`src/rtl/multiword_add_seq.sv`:
```
// Sequential multi-word adder: one WIDTH-bit ripple-carry adder is reused across
// WORDS cycles, with the carry held in a register between chunks.

module mwa_rca #(
  parameter int WIDTH = 64
) (
  input  logic [WIDTH-1:0] a_i,
  input  logic [WIDTH-1:0] b_i,
  input  logic             c_i,
  output logic [WIDTH-1:0] s_o,
  output logic             c_o
);
  logic cy;

  // Carry is held in a loop variable so the chain is not a self-dependent vector.
  always_comb begin
    cy  = c_i;
    s_o = '0;
    for (int i = 0; i < WIDTH; i++) begin
      s_o[i] = a_i[i] ^ b_i[i] ^ cy;
      cy     = (a_i[i] & b_i[i]) | (cy & (a_i[i] ^ b_i[i]));
    end
    c_o = cy;
  end
endmodule

module multiword_add_seq #(
  parameter int WIDTH = 64,
  parameter int WORDS = 4
) (
  input  logic                   clk,
  input  logic                   rst_n,
  input  logic                   in_valid,
  output logic                   in_ready,
  input  logic [WIDTH*WORDS-1:0] in1,
  input  logic [WIDTH*WORDS-1:0] in2,
  input  logic                   ci,
  input  logic                   flush,
  output logic                   out_valid,
  input  logic                   out_ready,
  output logic [WIDTH*WORDS-1:0] sum,
  output logic                   co
);
  localparam int N  = WIDTH * WORDS;
  localparam int CW = $clog2(WORDS);
  localparam logic [CW-1:0] LAST = CW'(WORDS - 1);

  typedef enum logic [1:0] {IDLE, RUN, DONE} state_t;

  state_t          state_q, state_d;
  logic [CW-1:0]   cnt_q, cnt_d;
  logic [N-1:0]    a_q, a_d, b_q, b_d, sum_q, sum_d;
  logic            carry_q, carry_d, co_q, co_d;
  logic [WIDTH-1:0] add_a, add_b, add_s;
  logic            add_c;

  assign add_a = a_q[cnt_q*WIDTH +: WIDTH];
  assign add_b = b_q[cnt_q*WIDTH +: WIDTH];

  mwa_rca #(.WIDTH(WIDTH)) u_rca (
    .a_i (add_a),
    .b_i (add_b),
    .c_i (carry_q),
    .s_o (add_s),
    .c_o (add_c)
  );

  always_ff @(posedge clk or negedge rst_n) begin
    if (!rst_n) begin
      state_q <= IDLE;
      cnt_q   <= '0;
      a_q     <= '0;
      b_q     <= '0;
      carry_q <= 1'b0;
      sum_q   <= '0;
      co_q    <= 1'b0;
    end else begin
      state_q <= state_d;
      cnt_q   <= cnt_d;
      a_q     <= a_d;
      b_q     <= b_d;
      carry_q <= carry_d;
      sum_q   <= sum_d;
      co_q    <= co_d;
    end
  end

  always_comb begin
    state_d = state_q;
    cnt_d   = cnt_q;
    a_d     = a_q;
    b_d     = b_q;
    carry_d = carry_q;
    sum_d   = sum_q;
    co_d    = co_q;
    // Flush wins over accept and handshake; the last result stays visible.
    if (flush) begin
      state_d = IDLE;
      cnt_d   = '0;
      carry_d = 1'b0;
    end else begin
      case (state_q)
        IDLE: if (in_valid) begin
          a_d     = in1;
          b_d     = in2;
          carry_d = ci;
          cnt_d   = '0;
          state_d = RUN;
        end
        RUN: begin
          sum_d[cnt_q*WIDTH +: WIDTH] = add_s;
          carry_d = add_c;
          if (cnt_q == LAST) begin
            co_d    = add_c;
            state_d = DONE;
          end else begin
            cnt_d = cnt_q + 1'b1;
          end
        end
        DONE: if (out_ready) state_d = IDLE;
        default: state_d = IDLE;
      endcase
    end
  end

  assign in_ready  = (state_q == IDLE);
  assign out_valid = (state_q == DONE);
  assign sum       = sum_q;
  assign co        = co_q;
endmodule

```
`config.mk`:
```
export PLATFORM = sky130hd
export DESIGN_NAME = multiword_add_seq
export DESIGN_NICKNAME = d
export VERILOG_FILES = /design/src/rtl/multiword_add_seq.sv
export SDC_FILE = /design/constraint.sdc
export NUM_CORES = 1
export LEC_CHECK = 0
export ABC_AREA = 1
export CAP_MARGIN = 30
export CORE_MARGIN = 2
export CORE_UTILIZATION = 35
export DETAILED_ROUTE_END_ITERATION = 10
export GPL_ROUTABILITY_DRIVEN = 0
export SYNTH_ARGS = -nofsm -noshare
export SYNTH_HDL_FRONTEND = slang
export SYNTH_SLANG_ARGS = --single-unit
```
`constraint.sdc`:
```
create_clock -name clk -period 29.4 [get_ports clk]
set_input_delay 5.88 -clock clk [delete_from_list [all_inputs] [get_ports clk]]
set_output_delay 5.88 -clock clk [all_outputs]
set_load 0.005 [all_outputs]
```
==> run_results.csv <==
group,metric,value,unit
run_status,status,"finished, final reports clean",
yosys,yosysMostFrequentCell,"nand2_1",
floorplanning,start_util,0.3532,
clock_tree,tritoncts,"done",
clock_tree,cts_root_buffer,"clkbuf_16",
floorplanning,io_pins,777,
timing,finClkSkew,0.02494,ns
setup_path,crit_arrival,29.05,ns
placed_design,io_buffers,776,
yosys,ys_seq_area_frac,0.5382,
setup_path,max_stage_delay,0.49,ns
clock_tree,cts.clk_slew.worst_paths,0.07,ns
yosys,synth_flop_cell,"dfrtp_1",
yosys,syn_inst,4394,
min_path,whs_path_depth,2,
setup_path,worstPathRequired,29.92,ns
timing,tns,0,ns
min_path,min_path_type,"reg2reg",
job,maxCapViolations,0,
route,firstDrtPassIters,6,
timing,whs,0.4784,ns
setup_path,critical_path.max_fanout,4,
timing,fin_crit,28.53,ns
route,drtAntennaViolNets,0,
grt,antenna_found_initial,29,
clock_tree,clockBufferDepth,3,
grt,grt_max_degree,252,
timing,slew_headroom,0.2453,
yosys,synth.largest_area_cell,"dfrtp_1",
route,routed_wl,136300,um
yosys,synth_cell_types,25,
floorplanning,die_w,324.6,um
timing,setup_violations,0,
yosys,synthTopCellsByCount,"nand2_1 (985), o21ai_0 (783), dfrtp_1 (774), inv_1 (586), nor2_1 (386)",
timing,slew_viol_final,0,
setup_path,path_class,"reg2reg",
yosys,synth_edf_count,0,
floorplanning,core_area,101900,um2
clock_tree,clkLatencyLatePin,0.66,ns
clock_tree,numCtsBuffers,87,
route,drc,0,
final_layout,nets,5609,
yosys,yosysWarningCount,0,
power_and_ir_drop,power.density,71.40,nW/um2
route,vias_per_cell,4.866,
yosys,ys_top_cells_by_area,"dfrtp_1 (54%), o21ai_0 (11%), nand2_1 (10%)",
yosys,post-synth-top-area-fraction,0.5382,
timing,tightestPinTransition,1.132,ns
final_layout,drive_gt1_frac,0.04717,
floorplanning,die_area,105400,um2
setup_path,start_kind,"register",
setup_path,crit_path_frequent_cell,"fa_1",
power_and_ir_drop,power,3413,uW
timing,final.period_utilization,0.9703,
setup_path,r2r_cells,78,
clock_tree,htreeDepth,3,
grt,grt_pass1_vias,30539,
power_and_ir_drop,p_leak,0.02243,uW
yosys,postSynthAreaPerCell,8.189,um2
final_layout,fillers,10020,
route,num_vias,31511,
yosys,syn-num-nets,4982,
setup_path,critPathSlowestCell,"dfrtp_4",
floorplanning,rows,117,
grt,track_usage,0.2550,
yosys,synth_area,35980,um2
route,drtIter0Drc,3281,
grt,grt-ovfl-total,0,
floorplanning,die_y,324.6,um
placed_design,hpwl,100300,um
yosys,synth-seq-cells,774,
setup_path,worst_setup_path_end_kind,"register",
clock_tree,cts_sinks,774,
final_layout,area_growth_syn_to_layout,32.83,%
timing,hold_viol,0,
route,routedWlPerCell,21.05,um
timing,rsz0062_at_grt,"no",
grt,grt_pass1_wl,201000,um
power_and_ir_drop,max-vdd-ir-drop,40.38,uV
timing,fmax,0.03505,GHz
yosys,async_flop_share,1.000,
placed cells by master, fill, tap and decap left out, types with 52 or more instances in the layout:
| cell | instances |
|---|---|
| dfrtp_1 | 772 |
| nor3_1 | 55 |
| nand2_1 | 981 |
| nor2_1 | 386 |
| o21ai_0 | 782 |
| inv_1 | 584 |
| clkbuf_16 | 89 |
| nand3_1 | 69 |
| buf_4 | 52 |
| a21oi_1 | 240 |
| o21ai_1 | 122 |
| clkdlybuf4s50_1 | 775 |
cell families after synthesis:
family          Yosys count  synth area share
flops                   774            0.5382
simple gates           1507            0.1636
compound gates         1153            0.1607
fa+ha+maj                70           0.03769
buf+inv                 890           0.09972
report_power, final:
part | switching (uW) | internal [uW] | total [uW]
Sequential | 93.1 | 1240 | 1330
Clock | 463 | 660 | 1120
Combinational | 583 | 377 | 960
Total | 1140 | 2270 | 3410
final cells by class:
type	instances	area [um2]	area share
Clock inverter	20	280.3	0.005864
Antenna cell	20	50.05	0.001047
Inverter	589	2221	0.04646
Timing Repair Buffer	839	8421	0.1762
Multi-Input combinational cell	2730	13140	0.2748
Tap cell	1368	1712	0.03581
Sequential cell	774	19380	0.4054
Clock buffer	136	2604	0.05447
state kept, by name (all words and copies together), names as in the netlist:
name,flops
a_q,256
b_q,256
sum,256
cnt_q,2
state_q,2
carry_q,1
co,1
what timing repair did:
item,CTS,global route
setup endpoints to repair,12,12
gates resized for setup,12,11
buffers inserted,4,0
hold buffers,0,0
pin swaps,0,1
through the flow:
| stage | instance area [um2] | utilization | setup WS [ns] | std cells |
|---|---|---|---|---|
| CTS | 47580 | 0.4670 | 0.04789 | 6451 |
| detailed placement | 44630 | 0.4380 | -0.6298 | 6291 |
| global placement | 44570 | 0.4374 | -0.4971 | 6288 |
| finish | 47800 | 0.4691 | 0.8719 | 6476 |
| floorplan | 35980 | - | 0.4699 | 4394 |
| global route | 47790 | 0.4690 | 0.002011 | 6471 |
path summary, 6_finish.rpt:
kind	slack (ns)	to	from
min in group asynchronous	5.24	a_q[254]	rst_n
hold reg to reg	0.48	a_q[154]	a_q[154]
max in group asynchronous	20.31	sum[30]	rst_n
setup reg to reg	0.87	sum[127]	cnt_q[0]
hold / removal	0.48	a_q[154]	a_q[154]
setup / recovery	0.87	sum[127]	cnt_q[0]
layer usage:
layer / vias to the layer above / global-route usage / routed length, um
met5: - / 0 / 75
met4: 12 / 0.09461 / 4290
met3: 177 / 0.05997 / 10440
met2: 1123 / 0.3671 / 58570
met1: 15138 / 0.3713 / 62940
li1: 15061 / - / -
critical path: cells and delay by family (launching register included):
kind	cells	cell delay (ns)
DFF	1	0.49
buffers and inverters	7	0.54
AOI/OAI and AO/OA	2	0.15
and+or+nand+nor	5	0.39
adders and majority gates	64	26.77
No activity file was read; power rests on OpenSTA's default activity.
